## config.mk

```make
export PLATFORM = sky130hd
export DESIGN_NAME = ap_ctrl_status_tracker_flat
export DESIGN_NICKNAME = d
export VERILOG_FILES = /design/src/rtl/ap_ctrl_status_tracker_pkg.sv /design/src/rtl/ap_ctrl_status_tracker_if.sv /design/src/rtl/ap_ctrl_status_tracker_ts_fifo.sv /design/src/rtl/ap_ctrl_status_tracker.sv /design/src/flat_wrapper.sv
export SDC_FILE = /design/constraint.sdc
export NUM_CORES = 2
export LEC_CHECK = 0
export BUFFER_PORTS_ARGS = -buffer_cell sky130_fd_sc_hd__buf_2
export CORE_MARGIN = 2
export CORE_UTILIZATION = 55
export DETAILED_ROUTE_END_ITERATION = 10
export GPL_ROUTABILITY_DRIVEN = 0
export PLACE_DENSITY = 0.77
export SYNTH_ARGS = -nofsm -noshare
export SYNTH_HDL_FRONTEND = slang
export SYNTH_SLANG_ARGS = --single-unit
```

## constraint.sdc

```tcl
create_clock -name clock -period 10.2 [get_ports clock]
set_input_delay 0.51 -clock clock [delete_from_list [all_inputs] [get_ports clock]]
set_output_delay 0.51 -clock clock [all_outputs]
set_load 0.05 [all_outputs]
```

## src/rtl/ap_ctrl_status_tracker_pkg.sv

```systemverilog
// ---------------------------------------------------------------------------
// ap_ctrl_status_tracker_pkg
// Shared types and defaults for the HLS block-level handshake monitor.
//   start_state_t : start-request tracking states (IDLE, PENDING)
//   rec_t         : one completed-transaction record {index, latency, interval}
//                   at the default counter width
//   DEFAULT_CNT_W : default width of counters, timestamps and statistics
//   DEFAULT_DEPTH : default in-flight FIFO depth (power of two >= 2)
// ---------------------------------------------------------------------------
package ap_ctrl_status_tracker_pkg;

    localparam int DEFAULT_CNT_W = 32;
    localparam int DEFAULT_DEPTH = 8;

    typedef enum logic {
        IDLE    = 1'b0,
        PENDING = 1'b1
    } start_state_t;

    typedef struct packed {
        logic [DEFAULT_CNT_W-1:0] index;
        logic [DEFAULT_CNT_W-1:0] latency;
        logic [DEFAULT_CNT_W-1:0] interval;
    } rec_t;

endpackage

```

## src/rtl/ap_ctrl_status_tracker_if.sv

```systemverilog
// ---------------------------------------------------------------------------
// ap_ctrl_status_tracker_if
// Bundles the watched block's ap_ctrl handshake plus the common finish line.
//   master : drives ap_start, ap_ready, ap_done, ap_continue, finish
//            (the harness / watched block side)
//   slave  : observes the same signals (the monitor side)
// ---------------------------------------------------------------------------
interface ap_ctrl_status_tracker_if;

    logic ap_start;
    logic ap_ready;
    logic ap_done;
    logic ap_continue;
    logic finish;

    modport master (
        output ap_start,
        output ap_ready,
        output ap_done,
        output ap_continue,
        output finish
    );

    modport slave (
        input ap_start,
        input ap_ready,
        input ap_done,
        input ap_continue,
        input finish
    );

endinterface

```

## src/rtl/ap_ctrl_status_tracker_ts_fifo.sv

```systemverilog
// ---------------------------------------------------------------------------
// ts_fifo
// Synchronous DEPTH-entry FIFO holding {t_s, interval} of accepted but not yet
// completed transactions. Push and pop may occur in the same cycle, including
// when full (the slot being read is the one overwritten at the edge).
//   clock, reset : clock and asynchronous active-high reset
//   push, pop    : write / read requests (push ignored when full without pop,
//                  pop ignored when empty)
//   din, dout    : write data / head-of-queue data (dout valid when !empty)
//   full, empty  : occupancy flags
//   count        : number of stored entries, 0..DEPTH
// ---------------------------------------------------------------------------
module ts_fifo
    import ap_ctrl_status_tracker_pkg::*;
#(
    parameter int W     = 2 * DEFAULT_CNT_W,
    parameter int DEPTH = DEFAULT_DEPTH
) (
    input  logic                     clock,
    input  logic                     reset,
    input  logic                     push,
    input  logic                     pop,
    input  logic [W-1:0]             din,
    output logic [W-1:0]             dout,
    output logic                     full,
    output logic                     empty,
    output logic [$clog2(DEPTH):0]   count
);

    localparam int AW = $clog2(DEPTH);

    logic [W-1:0]  mem [DEPTH];
    logic [AW-1:0] wr_ptr_reg;
    logic [AW-1:0] rd_ptr_reg;
    logic [AW:0]   count_reg;
    logic          wr_en;
    logic          rd_en;

    assign full  = (count_reg == (AW+1)'(DEPTH));
    assign empty = (count_reg == '0);
    assign count = count_reg;
    assign dout  = mem[rd_ptr_reg];

    assign wr_en = push & (~full | pop);
    assign rd_en = pop & ~empty;

    // Storage carries no reset so it maps onto distributed RAM.
    always_ff @(posedge clock) begin
        if (wr_en) begin
            mem[wr_ptr_reg] <= din;
        end
    end

    // Pointers wrap naturally because DEPTH is a power of two.
    always_ff @(posedge clock or posedge reset) begin
        if (reset) begin
            wr_ptr_reg <= '0;
            rd_ptr_reg <= '0;
            count_reg  <= '0;
        end else begin
            if (wr_en) begin
                wr_ptr_reg <= wr_ptr_reg + AW'(1);
            end
            if (rd_en) begin
                rd_ptr_reg <= rd_ptr_reg + AW'(1);
            end
            case ({wr_en, rd_en})
                2'b10:   count_reg <= count_reg + (AW+1)'(1);
                2'b01:   count_reg <= count_reg - (AW+1)'(1);
                default: count_reg <= count_reg;
            endcase
        end
    end

endmodule

```

## src/rtl/ap_ctrl_status_tracker.sv

```systemverilog
// ---------------------------------------------------------------------------
// ap_ctrl_status_tracker
// Monitor for one HLS ap_ctrl handshake. Timestamps accepted transactions,
// matches them in order to completions (ap_done & ap_continue) through an
// in-flight FIFO and emits one record per completion plus running statistics.
//   clock, reset  : clock, asynchronous active-high reset
//   hs            : handshake + finish (slave modport)
//   rec_valid     : one-cycle pulse, one cycle after the completion cycle
//   rec_index     : 0-based completion index
//   rec_latency   : cycles from start request to completion (min 1)
//   rec_interval  : cycles since the previous accept (0 for the first)
//   started_cnt   : accepted transactions (overflowed ones included)
//   done_cnt      : recorded completions
//   min_lat/max_lat : latency extremes (min starts at all-ones)
//   stall_cycles  : cycles with ap_done=1 and ap_continue=0
//   in_flight     : FIFO occupancy
//   busy          : start pending or anything in flight
//   overflow, underflow, finished : sticky flags
// ---------------------------------------------------------------------------
module ap_ctrl_status_tracker
    import ap_ctrl_status_tracker_pkg::*;
#(
    parameter int CNT_W = DEFAULT_CNT_W,
    parameter int DEPTH = DEFAULT_DEPTH
) (
    input  logic                     clock,
    input  logic                     reset,
    ap_ctrl_status_tracker_if.slave  hs,
    output logic                     rec_valid,
    output logic [CNT_W-1:0]         rec_index,
    output logic [CNT_W-1:0]         rec_latency,
    output logic [CNT_W-1:0]         rec_interval,
    output logic [CNT_W-1:0]         started_cnt,
    output logic [CNT_W-1:0]         done_cnt,
    output logic [CNT_W-1:0]         min_lat,
    output logic [CNT_W-1:0]         max_lat,
    output logic [CNT_W-1:0]         stall_cycles,
    output logic [$clog2(DEPTH):0]   in_flight,
    output logic                     busy,
    output logic                     overflow,
    output logic                     underflow,
    output logic                     finished
);

    start_state_t     state_reg, state_next;
    logic [CNT_W-1:0] pend_ts_reg, pend_ts_next;

    logic [CNT_W-1:0] now_reg;
    logic [CNT_W-1:0] last_acc_reg;
    logic             has_acc_reg;

    logic             rec_valid_reg;
    logic [CNT_W-1:0] rec_index_reg, rec_latency_reg, rec_interval_reg;
    logic [CNT_W-1:0] started_reg, done_reg, min_reg, max_reg, stall_reg;
    logic             overflow_reg, underflow_reg, finished_reg;

    logic             active;
    logic             accept;
    logic [CNT_W-1:0] accept_ts;
    logic             complete;
    logic             bypass;
    logic             do_push, do_pop;
    logic             rec_fire;
    logic [CNT_W-1:0] interval;
    logic [CNT_W-1:0] rec_ts, rec_int, rec_lat;

    logic [2*CNT_W-1:0] fifo_dout;
    logic               fifo_full, fifo_empty;
    logic [$clog2(DEPTH):0] fifo_count;

    // Once finish has been seen (or is being seen) nothing else moves.
    assign active = ~finished_reg & ~hs.finish;

    // ---------------- start state machine: next state ----------------
    always_comb begin
        state_next   = state_reg;
        pend_ts_next = pend_ts_reg;
        accept       = 1'b0;
        accept_ts    = now_reg;
        case (state_reg)
            IDLE: begin
                if (hs.ap_start) begin
                    if (hs.ap_ready) begin
                        accept = 1'b1;
                    end else begin
                        state_next   = PENDING;
                        pend_ts_next = now_reg;
                    end
                end
            end
            PENDING: begin
                // Ready wins over a simultaneous start drop: the block took it.
                if (hs.ap_ready) begin
                    accept     = 1'b1;
                    accept_ts  = pend_ts_reg;
                    state_next = IDLE;
                end else if (!hs.ap_start) begin
                    state_next = IDLE;
                end
            end
            default: state_next = IDLE;
        endcase
    end

    // ---------------- start state machine: state register ----------------
    always_ff @(posedge clock or posedge reset) begin
        if (reset) begin
            state_reg   <= IDLE;
            pend_ts_reg <= '0;
        end else if (active) begin
            state_reg   <= state_next;
            pend_ts_reg <= pend_ts_next;
        end
    end

    // ---------------- accept / completion datapath ----------------
    assign complete = hs.ap_done & hs.ap_continue;
    assign interval = has_acc_reg ? (now_reg - last_acc_reg) : '0;

    // Same-cycle accept and completion with nothing queued: the record is
    // built straight from the accept and the FIFO is never touched.
    assign bypass   = accept & complete & fifo_empty;
    assign do_pop   = active & complete & ~fifo_empty;
    assign do_push  = active & accept & ~bypass;
    assign rec_fire = active & complete & (~fifo_empty | accept);

    assign rec_ts  = fifo_empty ? accept_ts : fifo_dout[2*CNT_W-1:CNT_W];
    assign rec_int = fifo_empty ? interval  : fifo_dout[CNT_W-1:0];
    assign rec_lat = now_reg - rec_ts + CNT_W'(1);

    ts_fifo #(
        .W     (2 * CNT_W),
        .DEPTH (DEPTH)
    ) u_ts_fifo (
        .clock (clock),
        .reset (reset),
        .push  (do_push),
        .pop   (do_pop),
        .din   ({accept_ts, interval}),
        .dout  (fifo_dout),
        .full  (fifo_full),
        .empty (fifo_empty),
        .count (fifo_count)
    );

    always_ff @(posedge clock or posedge reset) begin
        if (reset) begin
            now_reg          <= '0;
            last_acc_reg     <= '0;
            has_acc_reg      <= 1'b0;
            rec_valid_reg    <= 1'b0;
            rec_index_reg    <= '0;
            rec_latency_reg  <= '0;
            rec_interval_reg <= '0;
            started_reg      <= '0;
            done_reg         <= '0;
            min_reg          <= '1;
            max_reg          <= '0;
            stall_reg        <= '0;
            overflow_reg     <= 1'b0;
            underflow_reg    <= 1'b0;
            finished_reg     <= 1'b0;
        end else begin
            rec_valid_reg <= 1'b0;
            if (hs.finish) begin
                finished_reg <= 1'b1;
            end
            if (active) begin
                now_reg <= now_reg + CNT_W'(1);
                if (accept) begin
                    started_reg  <= started_reg + CNT_W'(1);
                    last_acc_reg <= now_reg;
                    has_acc_reg  <= 1'b1;
                end
                if (rec_fire) begin
                    rec_valid_reg    <= 1'b1;
                    rec_index_reg    <= done_reg;
                    rec_latency_reg  <= rec_lat;
                    rec_interval_reg <= rec_int;
                    done_reg         <= done_reg + CNT_W'(1);
                    if (rec_lat < min_reg) begin
                        min_reg <= rec_lat;
                    end
                    if (rec_lat > max_reg) begin
                        max_reg <= rec_lat;
                    end
                end
                if (complete && fifo_empty && !accept) begin
                    underflow_reg <= 1'b1;
                end
                if (do_push && fifo_full && !do_pop) begin
                    overflow_reg <= 1'b1;
                end
                if (hs.ap_done && !hs.ap_continue) begin
                    stall_reg <= stall_reg + CNT_W'(1);
                end
            end
        end
    end

    assign rec_valid    = rec_valid_reg;
    assign rec_index    = rec_index_reg;
    assign rec_latency  = rec_latency_reg;
    assign rec_interval = rec_interval_reg;
    assign started_cnt  = started_reg;
    assign done_cnt     = done_reg;
    assign min_lat      = min_reg;
    assign max_lat      = max_reg;
    assign stall_cycles = stall_reg;
    assign in_flight    = fifo_count;
    assign busy         = (state_reg == PENDING) || (fifo_count != '0);
    assign overflow     = overflow_reg;
    assign underflow    = underflow_reg;
    assign finished     = finished_reg;

endmodule

```

## src/flat_wrapper.sv

```systemverilog
// flat-port wrapper written by rule: the top's interface ports become plain ports
module ap_ctrl_status_tracker_flat import ap_ctrl_status_tracker_pkg::*;
#(
    parameter int CNT_W = DEFAULT_CNT_W,
    parameter int DEPTH = DEFAULT_DEPTH
)
  (clock, reset, rec_valid, rec_index, rec_latency, rec_interval, started_cnt, done_cnt, min_lat, max_lat, stall_cycles, in_flight, busy, overflow, underflow, finished, hs_ap_start, hs_ap_ready, hs_ap_done, hs_ap_continue, hs_finish);
  ap_ctrl_status_tracker_if hs_i ();
  input  logic clock;
  input  logic reset;
  output logic rec_valid;
  output logic [CNT_W-1:0] rec_index;
  output logic [CNT_W-1:0] rec_latency;
  output logic [CNT_W-1:0] rec_interval;
  output logic [CNT_W-1:0] started_cnt;
  output logic [CNT_W-1:0] done_cnt;
  output logic [CNT_W-1:0] min_lat;
  output logic [CNT_W-1:0] max_lat;
  output logic [CNT_W-1:0] stall_cycles;
  output logic [$clog2(DEPTH):0] in_flight;
  output logic busy;
  output logic overflow;
  output logic underflow;
  output logic finished;
  input wire logic [$bits(hs_i.ap_start)-1:0] hs_ap_start;
  input wire logic [$bits(hs_i.ap_ready)-1:0] hs_ap_ready;
  input wire logic [$bits(hs_i.ap_done)-1:0] hs_ap_done;
  input wire logic [$bits(hs_i.ap_continue)-1:0] hs_ap_continue;
  input wire logic [$bits(hs_i.finish)-1:0] hs_finish;
  assign hs_i.ap_start = hs_ap_start;
  assign hs_i.ap_ready = hs_ap_ready;
  assign hs_i.ap_done = hs_ap_done;
  assign hs_i.ap_continue = hs_ap_continue;
  assign hs_i.finish = hs_finish;
  ap_ctrl_status_tracker #(.CNT_W(CNT_W), .DEPTH(DEPTH)) u_core (.clock(clock), .reset(reset), .hs(hs_i), .rec_valid(rec_valid), .rec_index(rec_index), .rec_latency(rec_latency), .rec_interval(rec_interval), .started_cnt(started_cnt), .done_cnt(done_cnt), .min_lat(min_lat), .max_lat(max_lat), .stall_cycles(stall_cycles), .in_flight(in_flight), .busy(busy), .overflow(overflow), .underflow(underflow), .finished(finished));
endmodule
```

==> metrics.yaml <==
run_status: "completed"
p_seq_frac: 0.481
drt_wl_total_um: 95600
utilization: 0.629
yosys_warnings: 0
initial_utilization: 0.553
largest_reg_flops: 512
cts_resized: 0
nets: 3390
gr-usage-met2: 0.424
cts.clk_slew.worst_paths_ps: 60
overflow: 0
synth-edff-count: 512
viasPerCell: 6.02
synth_top_area_frac: 0.383
swShare: 0.257
hold_violations: 0
cap_violations: 0
clockBufferDepth: 3
dp_hpwl_um: 61200
rsz0062_at_grt: "no"
synth_cells: 2921
drt-initial-drc-count: 2386
yosysUniqueCellTypes: 77
synthFlopType: "edfxtp_1"
antenna_left: 0
first_pass_iters: 5
grt_pass1_wl_um: 148000
cts_tree: "yes"
die_h_um: 274
die_area_mm2: 0.0752
finalWorstSetupSlack_ps: 2380
setup_viol: 0
max-slew-margin-rel: 0.267
remaining_drc_errors: 0
synth.most_common_cell: "edfxtp_1"
p_sw_mw: 2.07
wl_per_cell_um: 22.5
crit_type: "flip-flop to flip-flop"
post_cts_buffers: 0
grt_pass1_vias: 25500
htreeDepth: 3
fp.dieW_um: 274
setup_tns_ps: 0
worstMarginPinSlew_ps: 1100
cts_inserted_buffers: 88
ir_worst_vdd_mv: 0.135
synth-seq-area-share: 0.613
postSynthNetCount: 3095
cp-start-kind: "flip-flop"
timing.final.max_slew_violations: 0
p_leak_nw: 19.0
clock_latency_ps: 650
io_pins: 272
synthTopCellsByCount: "512 x edfxtp_1, 336 x dfrtp_1, 331 x nand2_1"
top_register: "u_core.u_ts_fifo.mem"
preCtsSetupSlack_ps: 2510
critPathCaptureType: "flip-flop"
yosys_register_bits: 880
p_total_mw: 8.07
use_met1: 0.341
row_count: 99
area_growth_pct: 13.6
power.density_mw_per_mm2: 177
hp-class: "input pin to flip-flop"
yosys-top-cells-area: "edfxtp_1 38%, dfrtp_1 21%, mux4_2 7.2%"
finalCriticalPeriod_ps: 7820
fmax_ghz: 0.128
port_buffers: 271
critical_path_required_ps: 10720
core-area_mm2: 0.0726
synth_async_sr_flop_share: 0.418
critPathMaxFanout: 72
post_dp_cell_area_mm2: 0.0427
pwr-share-comb: 0.120
n_antenna_cell: 0
mappedNetlistArea_mm2: 0.0402
num_vias: 25600
grt_max_degree: 142
avgSynthCellArea_um2: 13.7
drive_gt1_frac: 0.244
top_usage_layer: "met2"
internal_power_mw: 6.00
grt.total_usage: 0.254
cts_root_buffer: "clkbuf_16"
met3_usage: 0.0395
cp.arrival_ps: 8340
clkSinkCount: 880
fin_worst_skew_ps: 24.6
pwr-share-clk: 0.399
antenna_found_initial: 2
synth_top_area_cell: "edfxtp_1"
final_area_mm2: 0.0456
timing.final.crit_share: 0.767
-- critical path: stages, from the launching register on --
cell      delay, ps
dfrtp_4         610
buf_12          510
mux4_2          590
mux2i_1         170
nor2_1           60
a21oi_1         170
ha_1            180
inv_1            70
fa_1            450
nor2b_1         120
o21ai_0         100
a21oi_1         280
a41o_1          330
o21ai_4         120
o41ai_4         480
a221oi_2        110
xnor2_1         480
ha_1            230
nand4_1         120
nor3_1          360
nand4_1         170
o21ai_0         190
a21oi_1          80
nor3_2          870
buf_4           430
mux2_2          380
-- cells in the final DEF, fill, tap and decap left out, types with 19 or more instances in the layout --
cell type / instances
xor2_1: 47
mux2i_1: 68
clkbuf_1: 23
inv_1: 130
dfrtp_1: 333
xnor2_1: 133
mux4_2: 128
buf_4: 39
buf_2: 271
nand3_1: 55
a21oi_1: 121
o21ai_0: 116
mux2_2: 144
nor2_1: 162
ha_1: 164
nand4_1: 55
dfstp_2: 32
clkbuf_16: 89
a21o_1: 42
and3_1: 19
nand2_1: 330
edfxtp_1: 512
-- area by class of cell --
type / instances / area, µm²
Tap cell: 959 / 1200
Clock inverter: 47 / 502
Multi-Input combinational cell: 1800 / 14700
Inverter: 133 / 503
Fill cell: 5251 / 27000
Sequential cell: 880 / 24600
Clock buffer: 119 / 2410
Timing Repair Buffer: 313 / 1700
-- metal layers --
metal	wire length (µm)	share of wire	vias to the layer above
met2	47000	0.49	1110
met1	38400	0.40	13000
met3	7230	0.076	196
met5	7	0.000073	-
met4	2980	0.031	2
li1	-	-	11300
-- per-stage QoR --
stage / hold WS (ps) / std cells
6_report: 220 / 4251
4_1_cts: 198 / 4251
5_1_grt: 227 / 4251
3_3_place_gp: 452 / 4084
2_1_floorplan: 458 / 2921
3_5_place_dp: 458 / 4084
-- timing repair --
item / in CTS / in global routing
hold buffers: 1 / 0
hold endpoints to repair: 28 / 0
endpoints found under the setup margin: 0 / 0
-- path summary, 6_finish.rpt --
path	from	to	slack [ps]	cells past startpoint
setup / recovery	u_core.u_ts_fifo.rd_ptr_reg[0]	u_core.max_lat[0]	2380	25
hold / removal	hs_ap_continue	u_core.stall_cycles[0]	220	3
setup reg to reg	u_core.u_ts_fifo.rd_ptr_reg[0]	u_core.max_lat[0]	2380	25
hold reg to reg	u_core.rec_index[17]	u_core.rec_index[17]	470	2
max in group asynchronous	reset	u_core.max_lat[15]	6940	6
min in group asynchronous	reset	u_core.rec_index[28]	500	3
-- kinds of logic (layout without fill, tap and decap cells) --
family	count (synthesis)	after routing	synth area share
AOI/OAI and AO/OA	372	372	0.0578
xor gates and xnor gates	180	180	0.0393
adders and majority gates	167	167	0.0526
buffers and inverters	241	612	0.0233
DFF	880	880	0.613
muxes	340	340	0.129
and+or+nand+nor	741	741	0.0846
-- power groups by stage --
stage / Combinational [mW] / Clock [mW] / Sequential (mW)
after floorplan: 0.590 / 0 / 4.05
after detailed placement: 0.960 / 0 / 3.95
after CTS: 0.969 / 3.26 / 3.88
final: 0.969 / 3.22 / 3.88
after global routing: 1.06 / 3.41 / 3.89
after global placement: 0.929 / 0 / 3.95
(Power assumes the default switching activity.)
